File: config.mk
export PLATFORM = sky130hd
export DESIGN_NAME = led_mux_monitor
export DESIGN_NICKNAME = d
export VERILOG_FILES = /design/src/rtl/led_mux_monitor.sv
export SDC_FILE = /design/constraint.sdc
export NUM_CORES = 1
export LEC_CHECK = 0
export ABC_CLOCK_PERIOD_IN_PS = 3200
export CAP_MARGIN = 20
export CORE_ASPECT_RATIO = 0.8
export CORE_UTILIZATION = 63
export CTS_CLUSTER_DIAMETER = 40
export CTS_CLUSTER_SIZE = 20
export DETAILED_ROUTE_END_ITERATION = 16
export DONT_BUFFER_PORTS = 1
export PLACE_DENSITY = 0.79
export SLEW_MARGIN = 20
export SYNTH_ARGS = -nofsm -noshare
export SYNTH_HDL_FRONTEND = slang
export SYNTH_SLANG_ARGS = --single-unit
File: constraint.sdc
create_clock -name iClk -period 3.2 [get_ports iClk]
set_clock_uncertainty 0.05 [all_clocks]
set_input_delay 0.64 -clock iClk [delete_from_list [all_inputs] [get_ports iClk]]
set_output_delay 0.64 -clock iClk [all_outputs]
set_load 0.1 [all_outputs]
File: src/rtl/led_mux_monitor.sv
// led_mux_monitor
// Receive-side companion of the multiplexed LED / 7-segment driver. It snoops
// the shared LED data bus and the group selects and rebuilds the per-group
// bytes. It decodes the two 7-segment digits back to values, and it checks
// scan order, select exclusivity and link liveness.
//
// Ports
//   iClk, iRst_n            clock, asynchronous active-low reset
//   iLedData[7:0]           snooped LED data bus
//   iPostCode_Led_Sel, iDimmFlt_CPU*_*_Led_Sel   active-high group selects
//   iPost7Seg1_Sel_N, iPost7Seg2_Sel_N, iFanFlt_Sel_N  active-low selects
//   iClrErr                 synchronous clear of the sticky error flags
//   oPostCode, oDimmFlt_*, oFanFlt   last captured bytes per group
//   oSeg1Val/oSeg2Val       decoded digit (0..15, 16 = dash, 31 = undecodable)
//   oSeg1Dp/oSeg2Dp         captured bit 7 of each digit window
//   oFrameDone              one-cycle pulse at the end of an in-order scan
//   oSeqError/oSelError/oDecError  sticky error flags
//   oLinkTimeout            no capture for TIMEOUT_CYCLES
//   oDbgState[3:0]          {fsm state, expected group index}
module led_mux_monitor #(
    parameter int SETTLE_CYCLES  = 16,
    parameter int TIMEOUT_CYCLES = 40000,
    parameter int SYNC_STAGES    = 2
) (
    input  logic       iClk,
    input  logic       iRst_n,
    input  logic [7:0] iLedData,
    input  logic       iPostCode_Led_Sel,
    input  logic       iDimmFlt_CPU1_1_Led_Sel,
    input  logic       iDimmFlt_CPU1_2_Led_Sel,
    input  logic       iDimmFlt_CPU2_1_Led_Sel,
    input  logic       iDimmFlt_CPU2_2_Led_Sel,
    input  logic       iPost7Seg1_Sel_N,
    input  logic       iPost7Seg2_Sel_N,
    input  logic       iFanFlt_Sel_N,
    input  logic       iClrErr,
    output logic [7:0] oPostCode,
    output logic [7:0] oDimmFlt_CPU1_1,
    output logic [7:0] oDimmFlt_CPU1_2,
    output logic [7:0] oDimmFlt_CPU2_1,
    output logic [7:0] oDimmFlt_CPU2_2,
    output logic [7:0] oFanFlt,
    output logic [4:0] oSeg1Val,
    output logic [4:0] oSeg2Val,
    output logic       oSeg1Dp,
    output logic       oSeg2Dp,
    output logic       oFrameDone,
    output logic       oSeqError,
    output logic       oSelError,
    output logic       oDecError,
    output logic       oLinkTimeout,
    output logic [3:0] oDbgState
);

    localparam logic [7:0]  SETTLE_LAST = 8'(SETTLE_CYCLES - 1);
    localparam logic [15:0] TO_LIMIT    = 16'(TIMEOUT_CYCLES);

    typedef enum logic {ST_HUNT = 1'b0, ST_TRACK = 1'b1} state_t;

    // Scan order, bit 0 first: POST, D0, D1, D2, D3, SEG1, SEG2, FAN.
    logic [7:0] selNorm;
    assign selNorm = {~iFanFlt_Sel_N, ~iPost7Seg2_Sel_N, ~iPost7Seg1_Sel_N,
                      iDimmFlt_CPU2_2_Led_Sel, iDimmFlt_CPU2_1_Led_Sel,
                      iDimmFlt_CPU1_2_Led_Sel, iDimmFlt_CPU1_1_Led_Sel,
                      iPostCode_Led_Sel};

    // Selects are normalised before synchronising, so reset yields an idle vector.
    logic [15:0] syncQ [SYNC_STAGES];

    always_ff @(posedge iClk or negedge iRst_n) begin
        if (!iRst_n) begin
            for (int i = 0; i < SYNC_STAGES; i++) syncQ[i] <= '0;
        end else begin
            syncQ[0] <= {iLedData, selNorm};
            for (int i = 1; i < SYNC_STAGES; i++) syncQ[i] <= syncQ[i-1];
        end
    end

    logic [7:0] vec, data, prevVec, prevData;
    assign vec  = syncQ[SYNC_STAGES-1][7:0];
    assign data = syncQ[SYNC_STAGES-1][15:8];

    logic oneHot, multiHot, stable, capFire, capDone;
    logic [7:0] settleCnt;
    logic [2:0] capGroup;
    logic [4:0] capDec;

    assign oneHot   = (vec != 8'd0) && ((vec & (vec - 8'd1)) == 8'd0);
    assign multiHot = (vec != 8'd0) && !oneHot;
    assign stable   = (vec == prevVec) && (data == prevData);
    assign capFire  = oneHot && stable && !capDone && (settleCnt == SETTLE_LAST);

    always_comb begin
        capGroup = 3'd0;
        for (int i = 0; i < 8; i++) begin
            if (vec[i]) capGroup = 3'(i);
        end
    end

    // Inverse of the common-anode segment table; anything else is undecodable.
    function automatic logic [4:0] segDecode(input logic [6:0] pat);
        case (pat)
            7'h40: segDecode = 5'd0;   7'h79: segDecode = 5'd1;
            7'h24: segDecode = 5'd2;   7'h30: segDecode = 5'd3;
            7'h19: segDecode = 5'd4;   7'h12: segDecode = 5'd5;
            7'h02: segDecode = 5'd6;   7'h78: segDecode = 5'd7;
            7'h00: segDecode = 5'd8;   7'h18: segDecode = 5'd9;
            7'h08: segDecode = 5'd10;  7'h03: segDecode = 5'd11;
            7'h46: segDecode = 5'd12;  7'h21: segDecode = 5'd13;
            7'h06: segDecode = 5'd14;  7'h0E: segDecode = 5'd15;
            7'h3F: segDecode = 5'd16;
            default: segDecode = 5'd31;
        endcase
    endfunction

    assign capDec = segDecode(data[6:0]);

    // Settle tracking: one capture per select window; a data change restarts
    // the count but does not re-arm a window that already captured.
    always_ff @(posedge iClk or negedge iRst_n) begin
        if (!iRst_n) begin
            prevVec   <= '0;
            prevData  <= '0;
            settleCnt <= '0;
            capDone   <= 1'b0;
        end else begin
            prevVec  <= vec;
            prevData <= data;
            if (!stable || !oneHot) settleCnt <= '0;
            else if (!capDone && settleCnt != SETTLE_LAST) settleCnt <= settleCnt + 8'd1;
            if (vec != prevVec) capDone <= 1'b0;
            else if (capFire)   capDone <= 1'b1;
        end
    end

    state_t     state;
    logic [2:0] expIdx;
    logic [15:0] toCnt;
    logic seqSet, decSet, timeoutHit;

    assign seqSet     = capFire && (state == ST_TRACK) && (capGroup != expIdx);
    assign decSet     = capFire && ((capGroup == 3'd5) || (capGroup == 3'd6)) && (capDec == 5'd31);
    assign timeoutHit = (toCnt == TO_LIMIT);
    assign oDbgState  = {state, expIdx};

    always_ff @(posedge iClk or negedge iRst_n) begin
        if (!iRst_n) begin
            oPostCode <= '0; oDimmFlt_CPU1_1 <= '0; oDimmFlt_CPU1_2 <= '0;
            oDimmFlt_CPU2_1 <= '0; oDimmFlt_CPU2_2 <= '0; oFanFlt <= '0;
            oSeg1Val <= '0; oSeg2Val <= '0; oSeg1Dp <= 1'b0; oSeg2Dp <= 1'b0;
            oFrameDone <= 1'b0; oSeqError <= 1'b0; oSelError <= 1'b0;
            oDecError <= 1'b0; oLinkTimeout <= 1'b0;
            state <= ST_HUNT; expIdx <= '0; toCnt <= '0;
        end else begin
            oFrameDone <= 1'b0;

            if (capFire) begin
                case (capGroup)
                    3'd0: oPostCode       <= data;
                    3'd1: oDimmFlt_CPU1_1 <= data;
                    3'd2: oDimmFlt_CPU1_2 <= data;
                    3'd3: oDimmFlt_CPU2_1 <= data;
                    3'd4: oDimmFlt_CPU2_2 <= data;
                    3'd5: begin oSeg1Val <= capDec; oSeg1Dp <= data[7]; end
                    3'd6: begin oSeg2Val <= capDec; oSeg2Dp <= data[7]; end
                    default: oFanFlt <= data;
                endcase
            end

            // Liveness: cleared by any capture, saturates at the limit.
            if (capFire) begin
                toCnt        <= '0;
                oLinkTimeout <= 1'b0;
            end else if (timeoutHit) begin
                oLinkTimeout <= 1'b1;
            end else begin
                toCnt <= toCnt + 16'd1;
            end

            // Scan-order tracker. After FAN the index wraps to 0 so that the
            // next POST is an in-order capture.
            if (capFire) begin
                if (state == ST_HUNT) begin
                    if (capGroup == 3'd0) begin
                        state  <= ST_TRACK;
                        expIdx <= 3'd1;
                    end
                end else if (capGroup == expIdx) begin
                    if (expIdx == 3'd7) oFrameDone <= 1'b1;
                    expIdx <= expIdx + 3'd1;
                end else begin
                    state <= ST_HUNT;
                end
            end else if (timeoutHit) begin
                state <= ST_HUNT;
            end

            // A new error in the same cycle as iClrErr wins.
            if (seqSet)        oSeqError <= 1'b1;
            else if (iClrErr)  oSeqError <= 1'b0;
            if (multiHot)      oSelError <= 1'b1;
            else if (iClrErr)  oSelError <= 1'b0;
            if (decSet)        oDecError <= 1'b1;
            else if (iClrErr)  oDecError <= 1'b0;
        end
    end

endmodule

==> impl_metrics.py, run 1 <==
metrics = {
    "sta": {
        "grt_setup_unrepaired": "no",
        "finalMaxSlewViolations": 0,
        "period_needed_ns": 3.01,
        "setup_tns_ns": 0,
        "timing.final.crit_share_pct": 94.1,
        "slew_headroom_pct": 35.6,
        "worst_slew_pin_slew_ns": 0.967,
        "whs_ns": -0.132,
        "hold_viol": 142,
        "max_freq_mhz": 332,
        "setup_violations": 0,
    },
    "setup_path": {
        "path_class": "flip-flop to flip-flop",
        "reg2reg_depth": 6,
        "path_max_fanout": 13,
        "r2r_slack_ns": 0.19,
        "arrival_ns": 3.26,
        "r2r_start": "syncQ[4]",
        "start_kind": "flip-flop",
        "end_kind": "flip-flop",
        "r2r-end": "oDimmFlt_CPU1_1[6]",
        "crit_required_ns": 3.45,
    },
    "synth": {
        "netlist_instances": 472,
        "async_reset_ff_share_pct": 100,
        "yosys_warnings": 0,
        "synth_area_leaders": "dfrtp_1 (60%), mux2_2 (12%), xor2_1 (4.4%)",
        "syn_avg_cell_area_um2": 12.6,
        "synth_top_flop_cell": "dfrtp_1",
        "synth_edf_count": 0,
        "post-synth-top-count-cell": "dfrtp_1",
        "syn_area_um2": 5940,
        "synth_fp_nets": 496,
        "yosysTopAreaCell": "dfrtp_1",
        "ys_ff_latch": 142,
        "ys_seq_area_share_pct": 59.9,
        "yosysUniqueCellTypes": 53,
        "synthTopCellsByCount": "dfrtp_1 (142), mux2_2 (61), nor2_1 (36)",
        "synth_top_area_share_pct": 59.9,
    },
    "pwr": {
        "pwr-share-clk_pct": 49.2,
        "p_per_area_nw_per_um2": 576,
        "p_leak_nw": 3.15,
        "p_comb_share_pct": 2.5,
        "p_total_mw": 3.84,
        "p_sw_share_pct": 21.6,
        "p_int_mw": 3.01,
        "ir_drop_mv": 0.589,
        "seqPwrFrac_pct": 48.3,
        "switchingPower_mw": 0.830,
    },
    "routing": {
        "drt-pass1-iter-count": 5,
        "wl_per_cell_um": 18.6,
        "detail_route.vias_per_cell": 6.13,
        "ant_nets": 0,
        "drc_errors": 0,
        "vias": 3733,
        "wirelength_um": 11300,
        "first_iter_violations": 253,
    },
    "floorplan": {
        "die_x_um": 111,
        "die_height_um": 88.8,
        "core_um2": 9110,
        "pin_count": 88,
        "fp.dieArea_um2": 9820,
        "rows": 31,
        "start_util_pct": 65.1,
    },
    "clock_network": {
        "max-clock-path-buffers": 2,
        "clock-sinks": 142,
        "cts.clk_slew.worst_paths_ns": 0.06,
        "clk_latency_ns": 0.42,
        "cts_max_level": 4,
        "cts_root_buffer": "clkbuf_16",
        "cts_resized": 0,
        "numCtsBuffers": 17,
        "cts_setup_buffers": 0,
        "cts_tree": "built",
    },
    "place": {
        "place_congestion": 0.826,
        "port_buffers": 0,
        "dp_hpwl_um": 7470,
    },
    "final_layout": {
        "antennaDiodeCount": 0,
        "drive_gt1_share_pct": 23.7,
        "fillers": 573,
        "nets": 505,
        "syn_to_final_growth_pct": 12.3,
    },
    "global_routing": {
        "grt_pass1_wl_um": 18000,
        "grt_pass1_vias": 3483,
        "grt_usage_pct": 24.4,
        "grt_overflow": 0,
        "grt_antenna_before_repair": 0,
        "grt_max_degree": 143,
    },
    "outcome": {
        "outcome": "complete, but fails checks",
        "violations": "hold timing",
    },
    "min_path": {
        "hold_path_class": "input port to async pin",
    },
    "flow_run": {
        "cap_violations": 0,
    },
}
==> registers in the layout (all words and copies together), names as in the netlist, 3 cells and up <==
register / cells
expIdx: 3
oFanFlt: 8
prevVec: 8
oDimmFlt_CPU1_1: 8
oDimmFlt_CPU1_2: 8
oSeg2Val: 5
oPostCode: 8
oDimmFlt_CPU2_2: 8
syncQ: 24
toCnt: 16
oDimmFlt_CPU2_1: 8
prevData: 8
settleCnt: 8
data: 8
oSeg1Val: 5
==> logic make-up after synthesis <==
| kind of cell | count (synthesis) | share of synthesized area, % |
|---|---|---|
| AO/OA/AOI/OAI | 39 | 4.49 |
| XOR/XNOR | 36 | 5.31 |
| adder cells (fa/ha/maj) | 7 | 1.39 |
| buffers and inverters | 36 | 2.57 |
| flip-flops | 142 | 59.9 |
| multiplexers | 64 | 12.1 |
| AND/OR/NAND/NOR | 148 | 14.3 |
==> power by group through the flow <==
stage,Sequential [mW],Combinational (mW),Clock [mW]
6_report,1.85,0.0954,1.89
5_1_grt,1.86,0.104,1.99
4_1_cts,1.85,0.0938,1.92
3_5_place_dp,1.89,0.0932,0
3_3_place_gp,1.88,0.0899,0
2_1_floorplan,1.87,0.0728,0
==> per-layer routing <==
| metal | track usage, % | routed length (um) |
|---|---|---|
| met5 | 0 | 0 |
| met4 | 10.5 | 139 |
| met3 | 7.40 | 734 |
| met2 | 34.6 | 5150 |
| met1 | 35.2 | 5310 |
==> cell usage in the layout (no fill, tap or decap), types with 3 or more instances in the layout <==
master     synthesis  final
clkinv_4           0      5
clkbuf_16          0     17
and3b_1            3      3
nand3b_1           5      5
ha_1               5      5
mux2i_1            3      3
and4_1             6      6
nand4b_1           3      3
inv_1             10     10
xor2_1            30     30
nor3_1            11     10
or4_1              5      5
nand2b_1           4      4
nor4b_1            4      4
nand4_1            8      8
buf_4              1     16
and3_1             4      4
nor4_1             7      7
nor3b_1            4      4
o21ai_0            6      6
nor2_1            36     36
dfrtp_1          142    142
mux2_2            61     61
xnor2_1            6      6
nand3_1           16     16
nand2_1           19     19
clkinv_2           0      5
a21oi_1           12     12
or3_1              4      4
==> cell type report <==
type,count,area [um^2],area share (%)
Clock inverter,14,145,2.18
Tap cell,115,144,2.16
Clock buffer,18,429,6.44
Timing Repair Buffer,16,120,1.80
Multi-Input combinational cell,294,2240,33.5
Sequential cell,142,3550,53.3
Inverter,10,37.5,0.563
==> worst max path at each step <==
| stage | startpoint | endpoint | slack [ns] | cells past startpoint |
|---|---|---|---|---|
| final | syncQ[4] | oDimmFlt_CPU1_1[6] | 0.19 | 6 |
| after global routing | syncQ[1] | oDimmFlt_CPU1_1[6] | 0.003 | 6 |
| after CTS | syncQ[4] | oDimmFlt_CPU1_1[6] | 0.18 | 6 |
| after detailed placement | syncQ[4] | oDimmFlt_CPU1_1[7] | 0.22 | 6 |
| after global placement | syncQ[0] | oDimmFlt_CPU1_1[5] | 0.28 | 6 |
| after floorplan | syncQ[0] | oDimmFlt_CPU1_1[0] | 0.49 | 7 |
==> through the flow <==
stage	cells	hold slack (ns)	util [%]	setup slack, ns	cell area (um^2)
3_5_place_dp	577	0.285	66.8	0.217	6090
4_1_cts	609	-0.154	73.1	0.183	6670
3_3_place_gp	577	0.281	66.8	0.282	6090
6_report	609	-0.132	73.1	0.188	6670
2_1_floorplan	472	0.281	-	0.489	5940
5_1_grt	609	-0.153	73.1	0.00257	6670
==> worst max-delay path: stages, from the launching register on <==
cell	delay [ns]
dfrtp_1	0.51
maj3_1	0.40
nor3_1	0.21
o22ai_2	0.18
or3_1	0.59
nor4_4	0.54
mux2_2	0.40
Power figures use the tool's default switching activity.
==> inputs of run 2 (changes only) <==
CORE_UTILIZATION = 54   (was 63)
DONT_BUFFER_PORTS = default   (was 1)
PLACE_DENSITY = 0.8   (was 0.79)
SLEW_MARGIN = default   (was 20)
==> impl_metrics.py, run 2 (same netlist as run 1, synthesis figures left out) <==
metrics = {
    "sta": {
        "max_freq_mhz": 345,
        "slew_headroom_pct": 51.6,
        "worst_slew_pin_slew_ns": 0.720,
        "timing.final.crit_share_pct": 90.7,
        "finalMaxSlewViolations": 0,
        "hold_viol": 0,
        "period_needed_ns": 2.90,
        "setup_tns_ns": 0,
        "setup_violations": 0,
        "grt_setup_unrepaired": "no",
    },
    "final_layout": {
        "drive_gt1_share_pct": 32.1,
        "fin_area_um2": 7450,
        "largest_reg_flops": 24,
        "regMostFlops": "syncQ",
        "layout_commonest_cell": "dfrtp_1",
        "syn_to_final_growth_pct": 25.4,
        "antennaDiodeCount": 0,
        "nets": 593,
        "biggestRegsByFlops": "syncQ: 24 flops, toCnt: 16 flops",
        "layout_common_cells": "dfrtp_1 (142), buf_4 (85), mux2_2 (61)",
    },
    "clock_network": {
        "clock-sinks": 142,
        "cts.clk_slew.worst_paths_ns": 0.06,
        "cts_tree": "built",
        "ctsHoldBuffers": 0,
        "cts_root_buffer": "clkbuf_16",
        "cts_resized": 0,
        "clk_latency_ns": 0.42,
        "numCtsBuffers": 17,
        "cts_max_level": 4,
        "max-clock-path-buffers": 2,
    },
    "place": {
        "port_buffers": 87,
        "dpl_cell_area_um2": 6830,
        "place_congestion": 0.860,
        "dp_hpwl_um": 8500,
    },
    "floorplan": {
        "fp.dieArea_um2": 11400,
        "die_x_um": 119,
        "pin_count": 88,
        "core_um2": 10500,
        "start_util_pct": 56.6,
        "rows": 33,
        "die_height_um": 95.8,
    },
    "pwr": {
        "p_comb_share_pct": 4.0,
        "switchingPower_mw": 0.862,
        "p_total_mw": 4.00,
        "p_int_mw": 3.14,
        "ir_drop_mv": 0.556,
        "p_per_area_nw_per_um2": 537,
        "p_sw_share_pct": 21.6,
        "pwr-share-clk_pct": 49.8,
        "seqPwrFrac_pct": 46.2,
        "p_leak_nw": 3.62,
    },
    "routing": {
        "first_iter_violations": 209,
        "drc_errors": 0,
        "wirelength_um": 12700,
        "drt-pass1-iter-count": 4,
        "ant_nets": 0,
        "wl_per_cell_um": 17.6,
        "vias": 4070,
        "detail_route.vias_per_cell": 5.64,
    },
    "global_routing": {
        "grt_pass1_vias": 3980,
        "grt_usage_pct": 23.8,
        "grt_pass1_wl_um": 20400,
        "grt_antenna_before_repair": 0,
        "grt_overflow": 0,
        "grt_max_degree": 74,
    },
    "min_path": {
        "hold_path_class": "input port to async pin",
    },
    "flow_run": {
        "cap_violations": 0,
    },
    "outcome": {
        "outcome": "finished, final reports clean",
    },
    "setup_path": {
        "end_kind": "flip-flop",
        "path_class": "flip-flop to flip-flop",
        "crit_required_ns": 3.45,
        "arrival_ns": 3.15,
        "start_kind": "flip-flop",
        "path_max_fanout": 8,
    },
}
run 2: cell types whose count changed in the layout (fill, tap and decap cells not counted), sizes merged:
cell           previous run  this run
buf                      16        87
clkdlybuf4s50             0        17
clkinv                   10         4
clkbuf                   18        20
inv                      11        13
bufinv                    2         3
clkinvlp                  1         2
run 2: layout make-up:
type	instances	area, um^2
clock buffers	20	447
clock inverters	12	159
fillers	737	3040
inverters	10	37.5
multi-input cells	294	2240
flip-flops and latches	142	3550
well taps	140	175
repair buffers	104	840
run 2: routing by layer:
layer	global-route usage (%)	vias to the layer above	routed length, um
li1	-	1867	-
met1	32.5	2060	5720
met2	37.4	123	6150
met3	5.21	20	639
met4	10.0	0	218
met5	0	-	0
run 2: final timing paths:
check	cells past startpoint	startpoint	to	slack (ns)
setup reg to reg	6	syncQ[1]	oDimmFlt_CPU2_2[2]	0.30
setup / recovery	6	syncQ[1]	oDimmFlt_CPU2_2[2]	0.30
hold reg to reg	0	syncQ[24]	data[0]	0.29
max in group asynchronous	2	iRst_n	prevData[2]	2.16
hold / removal	1	iRst_n	syncQ[19]	0.18
min in group iClk	0	syncQ[24]	data[0]	0.29
run 2: power by group through the flow:
stage | sequential (mW) | clock [mW] | combinational (mW)
floorplan | 1.87 | 0 | 0.0728
global placement | 1.88 | 0 | 0.155
detailed placement | 1.88 | 0 | 0.160
CTS | 1.85 | 2.02 | 0.161
global route | 1.85 | 2.09 | 0.179
finish | 1.85 | 1.99 | 0.160
run 2: worst max-delay path, stage by stage, from the launching register on:
cell and delay, ns:
dfrtp_1 0.44, or4_1 0.57, nor3_2 0.14, o22ai_2 0.16, nor4_4 0.55, nand3_1 0.45
mux2_2 0.42
run 2: timing repair:
action                     in CTS  in global routing
hold endpoints to repair        0                  0
setup buffers                   0                  1
setup endpoints to repair       0                  8
run 2: metrics by stage:
stage | hold slack, ns | utilization (%) | instances | setup WS, ns
after global routing | 0.239 | 71.0 | 722 | 0.0312
after floorplan | 0.281 | - | 472 | 0.489
after CTS | 0.211 | 70.9 | 721 | 0.100
final | 0.182 | 71.0 | 722 | 0.299
after detailed placement | 0.286 | 65.2 | 689 | 0.127
after global placement | 0.283 | 65.2 | 689 | 0.260
